==> config.mk <==
export PLATFORM = sky130hd
export DESIGN_NAME = imem_uart_loader
export DESIGN_NICKNAME = d
export VERILOG_FILES = /design/src/rtl/loader_pkg.sv /design/src/rtl/imem_uart_loader_uart_rx.sv /design/src/rtl/imem_uart_loader.sv
export SDC_FILE = /design/constraint.sdc
export NUM_CORES = 1
export LEC_CHECK = 0
export ABC_CLOCK_PERIOD_IN_PS = 5700
export BUFFER_PORTS_ARGS = -buffer_cell sky130_fd_sc_hd__buf_2
export CORE_MARGIN = 8
export CORE_UTILIZATION = 61
export CTS_CLUSTER_SIZE = 40
export DETAILED_ROUTE_END_ITERATION = 12
export HOLD_SLACK_MARGIN = 0.06
export PLACE_DENSITY_LB_ADDON = 0.2
export SLEW_MARGIN = 20
export SYNTH_ARGS = -nofsm -noshare
export SYNTH_HDL_FRONTEND = slang
export SYNTH_SLANG_ARGS = --single-unit
export TNS_END_PERCENT = 10
==> constraint.sdc <==
create_clock -name clk -period 5.7 [get_ports clk]
set_clock_uncertainty 0.05 [all_clocks]
set_input_delay 0 -clock clk [delete_from_list [all_inputs] [get_ports clk]]
set_output_delay 0 -clock clk [all_outputs]
set_load 0.01 [all_outputs]
==> src/rtl/loader_pkg.sv <==
// Shared types and constants for the UART program loader.
package loader_pkg;

  typedef enum logic [2:0] {
    IDLE,
    LEN,
    DATA,
    WRITE,
    CHECK,
    DONE,
    ERROR
  } loader_state_e;

  localparam logic [7:0] SYNC_BYTE_DEFAULT = 8'hA5;
  localparam int         BYTES_PER_WORD    = 4;

endpackage

==> src/rtl/imem_uart_loader_uart_rx.sv <==
// 8N1 UART receiver: two-flop synchroniser, mid-bit sampling, LSB-first shift register.
module uart_rx #(
  parameter int CLKS_PER_BIT = 434
) (
  input  logic       clk,
  input  logic       rst,
  input  logic       rx,
  output logic [7:0] rx_byte,
  output logic       rx_valid,
  output logic       frame_err
);

  localparam int CW = $clog2(CLKS_PER_BIT);

  typedef enum logic [1:0] {RX_IDLE, RX_START, RX_BITS, RX_STOP} rx_state_e;

  rx_state_e   state;
  logic [1:0]  sync;
  logic [CW-1:0] cnt;
  logic [2:0]  bit_idx;
  logic [7:0]  shreg;
  logic        rx_s;

  assign rx_s = sync[1];

  // The start phase waits half a bit so every later sample lands mid-bit.
  always_ff @(posedge clk) begin
    if (rst) begin
      sync      <= 2'b11;
      state     <= RX_IDLE;
      cnt       <= '0;
      bit_idx   <= '0;
      shreg     <= '0;
      rx_byte   <= '0;
      rx_valid  <= 1'b0;
      frame_err <= 1'b0;
    end else begin
      sync      <= {sync[0], rx};
      rx_valid  <= 1'b0;
      frame_err <= 1'b0;
      case (state)
        RX_IDLE: begin
          cnt <= '0;
          if (!rx_s) state <= RX_START;
        end
        RX_START: begin
          if (cnt == CW'(CLKS_PER_BIT / 2 - 1)) begin
            cnt     <= '0;
            bit_idx <= '0;
            state   <= rx_s ? RX_IDLE : RX_BITS;
          end else begin
            cnt <= cnt + 1'b1;
          end
        end
        RX_BITS: begin
          if (cnt == CW'(CLKS_PER_BIT - 1)) begin
            cnt   <= '0;
            shreg <= {rx_s, shreg[7:1]};
            if (bit_idx == 3'd7) state <= RX_STOP;
            else bit_idx <= bit_idx + 1'b1;
          end else begin
            cnt <= cnt + 1'b1;
          end
        end
        RX_STOP: begin
          if (cnt == CW'(CLKS_PER_BIT - 1)) begin
            cnt   <= '0;
            state <= RX_IDLE;
            if (rx_s) begin
              rx_byte  <= shreg;
              rx_valid <= 1'b1;
            end else begin
              frame_err <= 1'b1;
            end
          end else begin
            cnt <= cnt + 1'b1;
          end
        end
        default: state <= RX_IDLE;
      endcase
    end
  end

endmodule

==> src/rtl/imem_uart_loader.sv <==
// Boot loader: receives a framed program over UART and writes it into imem, holding the core in reset.
// Define LOADER_CHECKSUM_EN to require a trailing XOR checksum byte per frame.
module imem_uart_loader
  import loader_pkg::*;
#(
  parameter int         CLKS_PER_BIT = 434,
  parameter int         ADDR_WIDTH   = 5,
  parameter logic [7:0] SYNC_BYTE    = SYNC_BYTE_DEFAULT
) (
  input  logic                  clk,
  input  logic                  rst,
  input  logic                  rx,
  output logic [31:0]           imem_din,
  output logic [31:0]           imem_addr,
  output logic                  imem_web,
  output logic                  core_rst,
  output logic                  load_done,
  output logic                  load_err,
  output logic [ADDR_WIDTH:0]   words_loaded
);

  localparam int         NW        = ADDR_WIDTH + 1;
  localparam logic [8:0] MAX_WORDS = 9'(1 << ADDR_WIDTH);

  loader_state_e state;
  logic [7:0]    rx_byte;
  logic          rx_valid;
  logic          frame_err;
  logic [NW-1:0] n_words;
  logic [NW-1:0] word_idx;
  logic [1:0]    byte_cnt;
  logic [23:0]   word_buf;
`ifdef LOADER_CHECKSUM_EN
  logic [7:0]    csum;
`endif

  uart_rx #(.CLKS_PER_BIT(CLKS_PER_BIT)) u_rx (
    .clk       (clk),
    .rst       (rst),
    .rx        (rx),
    .rx_byte   (rx_byte),
    .rx_valid  (rx_valid),
    .frame_err (frame_err)
  );

  // Frame FSM; all imem and status outputs are registered here.
  always_ff @(posedge clk) begin
    if (rst) begin
      state        <= IDLE;
      imem_web     <= 1'b1;
      imem_addr    <= '0;
      imem_din     <= '0;
      core_rst     <= 1'b1;
      load_done    <= 1'b0;
      load_err     <= 1'b0;
      words_loaded <= '0;
      n_words      <= '0;
      word_idx     <= '0;
      byte_cnt     <= '0;
      word_buf     <= '0;
`ifdef LOADER_CHECKSUM_EN
      csum         <= '0;
`endif
    end else begin
      case (state)
        IDLE, DONE, ERROR: begin
          if (rx_valid && rx_byte == SYNC_BYTE) begin
            state     <= LEN;
            core_rst  <= 1'b1;
            load_done <= 1'b0;
            load_err  <= 1'b0;
          end
        end
        LEN: begin
          if (frame_err) begin
            state    <= ERROR;
            load_err <= 1'b1;
          end else if (rx_valid) begin
            if (rx_byte == 8'd0 || {1'b0, rx_byte} > MAX_WORDS) begin
              state    <= ERROR;
              load_err <= 1'b1;
            end else begin
              state        <= DATA;
              n_words      <= NW'(rx_byte);
              word_idx     <= '0;
              byte_cnt     <= '0;
              words_loaded <= '0;
`ifdef LOADER_CHECKSUM_EN
              csum         <= '0;
`endif
            end
          end
        end
        DATA: begin
          if (frame_err) begin
            state    <= ERROR;
            load_err <= 1'b1;
          end else if (rx_valid) begin
`ifdef LOADER_CHECKSUM_EN
            csum <= csum ^ rx_byte;
`endif
            if (byte_cnt == 2'(BYTES_PER_WORD - 1)) begin
              byte_cnt  <= '0;
              imem_din  <= {rx_byte, word_buf};
              imem_addr <= {{(30 - ADDR_WIDTH){1'b0}}, word_idx[ADDR_WIDTH-1:0], 2'b00};
              imem_web  <= 1'b0;
              state     <= WRITE;
            end else begin
              word_buf[8*byte_cnt +: 8] <= rx_byte;
              byte_cnt <= byte_cnt + 1'b1;
            end
          end
        end
        WRITE: begin
          imem_web     <= 1'b1;
          word_idx     <= word_idx + 1'b1;
          words_loaded <= words_loaded + 1'b1;
          if (word_idx + NW'(1) == n_words) begin
`ifdef LOADER_CHECKSUM_EN
            state <= CHECK;
`else
            state     <= DONE;
            core_rst  <= 1'b0;
            load_done <= 1'b1;
`endif
          end else begin
            state <= DATA;
          end
        end
`ifdef LOADER_CHECKSUM_EN
        CHECK: begin
          if (frame_err || (rx_valid && rx_byte != csum)) begin
            state    <= ERROR;
            load_err <= 1'b1;
          end else if (rx_valid) begin
            state     <= DONE;
            core_rst  <= 1'b0;
            load_done <= 1'b1;
          end
        end
`endif
        default: state <= IDLE;
      endcase
    end
  end

endmodule

## Word level (Yosys, flattened, before mapping)

Cells that the tools add are included.

| cells by class | value |
|---|---|
| add/sub/neg operators | 6 |
| $lt $le $gt $ge | 1 |
| bitwise logic cells | 5 |
| shift-type cells | 2 |
| eq/ne operators | 33 |
| muxes and demuxes | 53 |
| reductions and logical operators | 27 |

Operators by type and width:

| cell | number |
|---|---|
| negation 5 -> 34 bit | 1 |
| variable shift 8 x 34 -> 24 bit (first input constant) | 1 |
| indexed part select 8 x 34 -> 24 bit | 1 |
| two-way mux 3 bit | 11 |
| AND reduction 4 bit | 7 |
| case mux 9 bit (3 select lines) | 1 |
| bitwise mux 24 bit | 1 |
| two-way mux 2 bit | 12 |
| case mux 6 bit (2 select lines) | 2 |
| two-way mux 6 bit | 3 |
| two-way mux 9 bit | 2 |
| != test 2 bit (second input constant) | 8 |
| != test 2 x 1 -> 1 bit (second input constant) | 7 |
| two-way mux 1 bit | 13 |
| adder 6 x 1 -> 6 bit (second input constant) | 2 |
| case mux 3 bit (4 select lines) | 1 |
| AND reduction 5 bit | 2 |
| nonzero test 2 bit | 5 |
| adder 9 x 1 -> 9 bit (second input constant) | 1 |
| == test 3 bit (second input constant) | 3 |
| == test 9 x 8 -> 1 bit (second input constant) | 1 |
| == test 9 bit (second input constant) | 1 |
| == test 8 bit (second input constant) | 1 |
| > comparator 8 x 6 -> 1 bit (second input constant) | 1 |
| other kinds (26) | 39 |

| storage, ports and cells | value |
|---|---|
| register bits after elaboration | 122 |

## Logic depth before layout (Yosys ltp)

Gate-level depths: netlist of the first run.

| logic depth | value |
|---|---|
| depth after elaboration | 6 |
| depth in mapped cells | 8 |
| depth with buffers taken out | 7 |

## Cells and area by module

From an unflattened synthesis of the first run, not the netlist that was laid out.

| unflattened totals | value |
|---|---|
| cell total of the unflattened synthesis | 641 |
| area, all modules | 5422.7 um^2 |

Modules (own cells, without submodules):

| module | cells each | area an instance (um^2) | times used |
|---|---|---|---|
| imem_uart_loader | 491 | 3925.0 | 1 |
| uart_rx | 150 | 1497.7 | 1 |

## Worst setup path after synthesis of the first run

Ideal clock, no wire load.

| timing | value |
|---|---|
| path kind | register -> register |
| start point | register u_rx.rx_byte[1] |
| end point | register word_idx[1] |
| path slack | 3619 ps |
| data required time | 5534 ps |
| clock period less this slack | 2081 ps |
| stages on the path, launching flop included | 8 |
| library setup time | 116 ps |
| arrival | 1914 ps |
| cell sequence | dfxtp_1 -> or3_4 -> or4_4 -> a41oi_2 -> buf_4 -> buf_8 -> mux2i_1 -> nor2_2 |

| between the ends | value |
|---|---|
| word-level cells in the longest chain between the ends | 4 |

RTL lines:

| what | RTL line | RTL |
|---|---|---|
| from (decl) | imem_uart_loader_uart_rx.sv:8 | `output logic [7:0] rx_byte,` |
| from (signal assigned) | imem_uart_loader_uart_rx.sv:70 | `rx_byte <= shreg;` |
| > comparator 8 x 6 -> 1 bit / logical NOT 8 bit (equally long branches) | imem_uart_loader.sv:79 | `if (rx_byte == 8'd0 \|\| {1'b0, rx_byte} > MAX_WORDS) begin` |
| logical OR 1 bit * | imem_uart_loader.sv:79 |  |
| != test 2 bit (no source line) * | - |  |
| AND reduction 4 bit (no source line) * | - |  |
| to (signal assigned) | imem_uart_loader.sv:116 | `word_idx <= word_idx + 1'b1;` |
| to (decl) | imem_uart_loader.sv:30 | `logic [NW-1:0] word_idx;` |

Every way passes the cells marked *; elsewhere a longest branch is shown, timed or not.
A chain may end at the register's enable or synchronous reset.

## Worst setup path after layout of the first run

| timing | value |
|---|---|
| start point | register state[0] |
| end point | register word_idx[4] |

| between the ends | value |
|---|---|
| word-level cells in the longest chain between the ends | 3 |

RTL lines:

| what | RTL line | RTL |
|---|---|---|
| from (decl) | imem_uart_loader.sv:25 | `loader_state_e state;` |
| from (signal assigned) | imem_uart_loader.sv:49 | `state <= IDLE;` |
| from (signal assigned) | imem_uart_loader.sv:68 | `state <= LEN;` |
| from (signal assigned) | imem_uart_loader.sv:76 | `state <= ERROR;` |
| == test 3 x 1 -> 1 bit / == test 3 x 2 -> 1 bit (equally long branches) | imem_uart_loader.sv:65 | `case (state)` |
| != test 2 x 1 -> 1 bit (no source line) (tied with other cells) | - |  |
| AND reduction 4 bit (no source line) | - |  |

Parallel ways exist; a longest one is shown, timed or not.

==> results.py, run 1 <==
metrics = {
    "timing": {
        "min_period_ps": 2686,
        "worstMarginPinSlew_ps": 982.5,
        "fmax_mhz": 372.3,
        "slew_headroom_pct": 34.50,
        "period_share_pct": 47.12,
        "rsz0062_at_grt": "no",
        "worst_hold_slack_ps": 147.1,
        "drv_slew": 0,
        "final-hold-violation-count": 0,
        "setup_viol_count_final": 0,
        "finalSetupTns_ps": 0,
    },
    "clocking": {
        "cts_tree": "built",
        "cts-root-buf": "clkbuf_8",
        "cts.path.max_buffers": 2,
        "cts_setup_buffers": 0,
        "cts_buffers": 17,
        "clk_pin_slew_ps": 60,
        "clock_latency_ps": 510,
        "htree_levels": 4,
        "clock_sinks": 122,
    },
    "power_and_ir_drop": {
        "power.density_nw_per_um2": 317.2,
        "power_mw": 1.903,
        "peakVddDrop_uv": 244.8,
        "p_leak_nw": 2.301,
    },
    "die": {
        "initial_core_util_pct": 61.66,
        "die_x_um": 109.2,
        "core_area_um2": 8593,
        "top_level_ports": 77,
        "die_area_um2": 11920,
        "die_y_um": 109.2,
        "num_rows": 34,
    },
    "detailed_routing": {
        "routed_wl_mm": 11.45,
        "wl_per_cell_um": 14.45,
        "drt-pass1-iter-count": 5,
        "drc_errors": 0,
        "ant_nets": 0,
        "viasPerCell": 5.597,
        "vias": 4433,
        "drt_iter0_markers": 345,
    },
    "synth": {
        "synthCells": 636,
        "syn_area_per_cell_um2": 8.331,
        "syn_area_um2": 5299,
        "ys.flop_type": "dfxtp_1",
        "synth-seq-area-share_pct": 46.09,
        "async_flop_share_pct": 0,
        "synth_cell_types": 53,
        "yosysWarnings": 0,
        "synth_edf_count": 0,
        "ys_seq_elements": 122,
    },
    "worst_hold_path": {
        "hold_path_class": "in2reg",
    },
    "global_routing": {
        "grt_max_degree": 103,
        "antenna_found_initial": 0,
        "grt_usage_pct": 19.79,
        "grt_overflow": 0,
        "grt_pass1_wl_mm": 18.95,
        "grt_pass1_vias": 4108,
    },
    "worst_setup_path": {
        "cp_max_fo": 20,
        "crit_type": "reg2reg",
        "worst_ep_required_time_ps": 6080,
        "critPathLaunchType": "register",
        "cp.arrival_ps": 3060,
        "cp-end-kind": "register",
    },
    "place": {
        "port_buffers": 49,
        "placed_area_um2": 5433,
        "dpl.hpwl_mm": 7.578,
        "gp_congestion": 0.8582,
    },
    "final_layout": {
        "synthToLayoutAreaGrowth_pct": 13.22,
        "final_common_cell": "dfxtp_1",
        "n_antenna_cell": 0,
        "final_cell_mix": "dfxtp_1, nand2_1, a21oi_1",
        "final_util_pct": 69.82,
        "num-nets-final": 686,
        "drive_gt1_share_pct": 13.89,
        "nFillCells": 711,
        "post-route-cell-area_um2": 6000,
    },
    "flow_run": {
        "maxCapViolations": 0,
    },
    "outcome": {
        "outcome": "completed",
    },
}
==> timing repair <==
action | CTS | global route
hold buffers | 1 | 0
hold endpoints to repair | 1 | 0
resized for setup | 0 | 0
==> cells in the mapped netlist (all sizes together), types with 2 or more instances <==
library cell	instances	area (µm²)
dfxtp	122	2442
nand2	119	446.7
a21oi	90	450.4
nor2	41	158.9
buf	39	276.5
nand3	38	190.2
clkbuf	24	90.09
o21ai	22	110.1
mux2i	17	170.2
inv	13	48.80
ha	12	150.1
or3	12	80.08
xnor2	10	87.58
nor3b	7	57.55
xor2	7	61.31
a31oi	5	31.28
and3	5	31.28
nand2b	5	31.28
nand4	5	37.53
nor2b	5	31.28
and2	4	25.02
nor3	4	20.02
or2	3	18.77
and4	2	17.52
and4b	2	20.02
nand3b	2	15.01
nor4	2	18.77
nor4bb	2	20.02
o311ai	2	17.52
==> logic make-up after synthesis <==
| group | count (synthesis) | share of synthesized area [%] |
|---|---|---|
| AND/OR/NAND/NOR | 260 | 23.40 |
| AO/OA/AOI/OAI | 131 | 13.74 |
| flip-flops | 122 | 46.09 |
| buffers and inverters | 76 | 7.839 |
| XOR/XNOR | 17 | 2.810 |
| multiplexers | 17 | 3.211 |
| adder cells (fa/ha/maj) | 12 | 2.833 |
| other | 1 | 0.07077 |
==> power by group <==
part | internal, mW | switching [mW] | leakage [nW]
Combinational | 0.0129 | 0.0372 | 1.05
Clock | 0.588 | 0.403 | 0.265
Sequential | 0.856 | 0.00522 | 0.983
Total | 1.46 | 0.446 | 2.30
==> flip-flops by register name, summed over array words and instances, names as in the netlist, 2 cells and up, named ones only <==
name          count
u_rx.rx_byte      8
imem_addr         5
n_words           6
state             3
u_rx.shreg        8
u_rx.sync         2
word_buf         24
u_rx.cnt          9
imem_din         32
byte_cnt          2
word_idx          6
words_loaded      6
u_rx.bit_idx      3
==> per-stage QoR <==
| stage | instances | setup slack [ps] |
|---|---|---|
| after global placement | 759 | 3257 |
| after floorplan | 662 | 3620 |
| after CTS | 792 | 3058 |
| after detailed placement | 759 | 3122 |
| final | 792 | 3014 |
| after global routing | 792 | 2823 |
==> routing by layer <==
layer | wire length, µm | share of wire [%] | GRT usage [%]
met1 | 4884 | 43 | 24.24
met4 | 221 | 1.9 | 8.968
met3 | 819 | 7.2 | 4.728
met5 | 0 | 0 | 0
met2 | 5522 | 48 | 32.37
==> path summary, 6_finish.rpt <==
kind / slack [ps] / depth (start not counted) / start / end
hold reg to reg: 360 / 1 / u_rx.sync[0]$_SDFF_PP1_ / u_rx.sync[1]$_SDFF_PP1_
setup / recovery: 3010 / 5 / state[0]$_SDFFE_PP0P_ / word_idx[4]$_SDFFE_PP0P_
hold / removal: 150 / 3 / rst / register
setup reg to reg: 3010 / 5 / state[0]$_SDFFE_PP0P_ / word_idx[4]$_SDFFE_PP0P_
==> critical path, cell delays in order, from the launching register on <==
cell,delay [ps]
dfxtp_1,520
nor2b_1,310
nor3b_1,460
a41oi_2,540
or3_1,540
a21oi_1,180
==> cell type report <==
type                            instances  area [µm²]  share of cell area, %
Inverter                               13       48.80                 0.8133
Clock buffer                           18       417.9                  6.966
Timing Repair Buffer                   53       277.8                  4.630
Sequential cell                       122        2442                  40.71
Multi-Input combinational cell        464        2539                  42.31
Tap cell                              108       135.1                  2.252
Clock inverter                         14       138.9                  2.315
No activity file was read; power rests on OpenSTA's default activity.
==> inputs of run 2 (changes only) <==
--- a/config.mk
+++ b/config.mk
@@ -5,10 +5,11 @@
 export SDC_FILE = /design/constraint.sdc
 export NUM_CORES = 1
 export LEC_CHECK = 0
-export ABC_CLOCK_PERIOD_IN_PS = 5700
+export ABC_AREA = 1
+export ABC_CLOCK_PERIOD_IN_PS = 2600
 export BUFFER_PORTS_ARGS = -buffer_cell sky130_fd_sc_hd__buf_2
 export CORE_MARGIN = 8
-export CORE_UTILIZATION = 61
+export CORE_UTILIZATION = 57
 export CTS_CLUSTER_SIZE = 40
 export DETAILED_ROUTE_END_ITERATION = 12
 export HOLD_SLACK_MARGIN = 0.06
==> constraint.sdc (replaced) <==
create_clock -name clk -period 2.6 [get_ports clk]
set_clock_uncertainty 0.05 [all_clocks]
set_input_delay 0 -clock clk [delete_from_list [all_inputs] [get_ports clk]]
set_output_delay 0 -clock clk [all_outputs]
set_load 0.01 [all_outputs]
==> run 2 against run 1 <==
  * Power is 130% higher
  * Sequential share of layout area is 1.9 points lower
  * First-iteration DRC count is 13% lower
  * Core utilization is 4.2 points lower
  * Die area is 9.9% higher
  * Register-to-register slack worse by 2400 ps
  * Clock power is 120% higher
  * Worst hold slack better by 3.7 ps
  * Sequential power is 120% higher
  * Worst setup slack worse by 2400 ps
  * Via count is 4.9% higher
  * Critical path depth is 1 higher
  * Largest power group unchanged
==> results.py, run 2 <==
metrics = {
    "global_routing": {
        "grt_pass1_wl_mm": 20.37,
        "grt_util_met1_pct": 21.63,
        "antenna_found_initial": 0,
        "grt_overflow": 0,
        "grt_pass1_vias": 4546,
        "grt_usage_pct": 19.00,
        "busiest_layer": "met2",
        "met3_usage_pct": 4.852,
        "grt_use_met2_pct": 32.58,
        "grt_max_degree": 52,
    },
    "die": {
        "die_area_um2": 13100,
        "initial_core_util_pct": 57.59,
        "num_rows": 36,
        "die_x_um": 114.5,
        "die_y_um": 114.5,
        "top_level_ports": 77,
        "core_area_um2": 9594,
    },
    "detailed_routing": {
        "wl_per_cell_um": 13.18,
        "ant_nets": 0,
        "drt_iter0_markers": 299,
        "routed_wl_mm": 11.91,
        "drc_errors": 0,
        "vias": 4651,
        "viasPerCell": 5.151,
        "drt-pass1-iter-count": 5,
    },
    "power_and_ir_drop": {
        "power.density_nw_per_um2": 705.7,
        "peakVddDrop_uv": 371.2,
        "p_leak_nw": 2.811,
        "power_mw": 4.441,
    },
    "synth": {
        "synth-seq-area-share_pct": 44.20,
        "synth_area_leaders": "dfxtp_1, o21ai_0, nand2_1, nor2_1, a21oi_1",
        "yosys.area.top_type": "dfxtp_1",
        "syn_area_per_cell_um2": 7.782,
        "post-synth-top-count-cell": "dfxtp_1",
        "syn_area_um2": 5525,
        "ys_seq_elements": 122,
        "post-synth-top-area-fraction_pct": 44.20,
        "synth_edf_count": 0,
        "ys.flop_type": "dfxtp_1",
        "async_flop_share_pct": 0,
        "synth_cell_types": 39,
        "yosysWarnings": 0,
        "synthTopCellsByCount": "dfxtp_1, nand2_1, nor2_1",
        "synthCells": 710,
    },
    "clocking": {
        "cts_buffers": 17,
        "cts_setup_buffers": 0,
        "cts-root-buf": "clkbuf_8",
        "clk_pin_slew_ps": 60,
        "cts_tree": "built",
        "hold_buffers": 2,
        "clock_sinks": 122,
        "cts-resized-gates": 0,
        "cts.path.max_buffers": 2,
        "clock_latency_ps": 520,
        "htree_levels": 4,
    },
    "final_layout": {
        "top_register": "imem_din",
        "num-nets-final": 772,
        "top_regs": "imem_din (32), word_buf (24), u_rx.cnt (9)",
        "n_antenna_cell": 0,
        "final_cell_mix": "dfxtp_1, nand2_1, nor2_1",
        "drive_gt1_share_pct": 16.88,
        "synthToLayoutAreaGrowth_pct": 13.90,
        "final_common_cell": "dfxtp_1",
        "post-route-cell-area_um2": 6294,
        "largest_reg_flops": 32,
    },
    "timing": {
        "rsz0062_at_grt": "no",
        "drv_slew": 0,
        "final-hold-violation-count": 0,
        "finalSetupTns_ps": 0,
        "min_period_ps": 1941,
        "period_share_pct": 74.66,
        "setup_viol_count_final": 0,
        "worstMarginPinSlew_ps": 682.1,
        "slew_headroom_pct": 54.46,
        "fmax_mhz": 515.1,
    },
    "place": {
        "placed_area_um2": 5709,
        "gp_congestion": 0.9089,
        "port_buffers": 49,
        "dpl.hpwl_mm": 8.370,
    },
    "worst_hold_path": {
        "hold_path_class": "in2reg",
        "hold_depth": 3,
        "hold_path.startpoint": "rx",
        "whs_endpoint": "u_rx.sync[0]$_SDFF_PP1_",
    },
    "worst_setup_path": {
        "r2r-end": "imem_addr[5]$_SDFFE_PP0P_",
        "regToRegSetupSlack_ps": 660,
        "critPathLaunchType": "register",
        "cp.arrival_ps": 2330,
        "cp-end-kind": "register",
        "r2r-start": "byte_cnt[0]$_SDFFE_PP0P_",
        "reg2reg_depth": 6,
        "crit_type": "reg2reg",
        "worst_ep_required_time_ps": 2990,
        "cp_max_fo": 29,
    },
    "flow_run": {
        "maxCapViolations": 0,
    },
    "outcome": {
        "outcome": "completed",
    },
}
==> run 2: cell types whose count changed in the layout (fill, tap and decap cells not counted), sizes merged, moves of 16 or more <==
cell,before,now
mux2i,17,0
nor2,41,102
a21oi,90,65
o211a,0,16
o21ai,22,88
inv,20,78
==> run 2: layout make-up <==
class                           count  area, µm²
Sequential cell                   122       2442
Tap cell                          133      166.4
Clock buffer                       19      431.7
Multi-Input combinational cell    486       2539
Inverter                           75      286.5
Clock inverter                     13      132.6
Timing Repair Buffer               55      295.3
Fill cell                         846       3301
==> run 2: cells by family after synthesis <==
logic type,after synthesis,share of synthesized area [%]
AND/OR/NAND/NOR,265,22.37
AO/OA/AOI/OAI,175,17.91
buffers and inverters,128,11.62
flip-flops,122,44.20
adder cells (fa/ha/maj),12,2.717
XOR/XNOR,7,1.110
other,1,0.06787
==> run 2: critical path, stage by stage (launching register included) <==
cell	delay, ps
dfxtp_1	410
ha_1	270
nand2_1	120
nor2_4	370
buf_4	340
o21ai_0	150
a21oi_1	140
==> run 2: routing by layer <==
| metal | wire length (µm) | share of wire [%] |
|---|---|---|
| met2 | 5749 | 48 |
| met1 | 5228 | 44 |
| met5 | 0 | 0 |
| met3 | 692 | 5.8 |
| met4 | 236 | 2.0 |
==> run 2: metrics by stage <==
| step | hold slack (ps) | instances | worst slack (ps) | utilization [%] |
|---|---|---|---|---|
| global placement | 136.2 | 869 | 796.1 | 59.51 |
| finish | 150.8 | 903 | 658.8 | 65.60 |
| global route | 156.0 | 903 | 478.0 | 65.60 |
| detailed placement | 143.9 | 869 | 688.1 | 59.51 |
| CTS | 144.4 | 903 | 669.1 | 65.60 |
| floorplan | 53.81 | 736 | 1096 | - |
==> run 2: how the worst max path moves through the flow <==
| stage | end | startpoint | depth (start not counted) |
|---|---|---|---|
| after floorplan | core_rst$_SDFFE_PP1P_ | word_idx[1]$_SDFFE_PP0P_ | 14 |
| final | imem_addr[5]$_SDFFE_PP0P_ | byte_cnt[0]$_SDFFE_PP0P_ | 6 |
| after CTS | imem_addr[5]$_SDFFE_PP0P_ | byte_cnt[0]$_SDFFE_PP0P_ | 6 |
| after detailed placement | imem_addr[5]$_SDFFE_PP0P_ | byte_cnt[0]$_SDFFE_PP0P_ | 6 |
| after global placement | imem_din[22]$_SDFFE_PP0P_ | state[1]$_SDFFE_PP0P_ | 9 |
| after global routing | state[0]$_SDFFE_PP0P_ | word_idx[1]$_SDFFE_PP0P_ | 13 |
==> run 2: power breakdown <==
group / switching (mW) / leakage [nW] / total [mW] / internal, mW
clock: 0.900 / 0.265 / 2.22 / 1.32
sequential: 0.0233 / 0.983 / 1.92 / 1.90
combinational: 0.214 / 1.56 / 0.302 / 0.0881
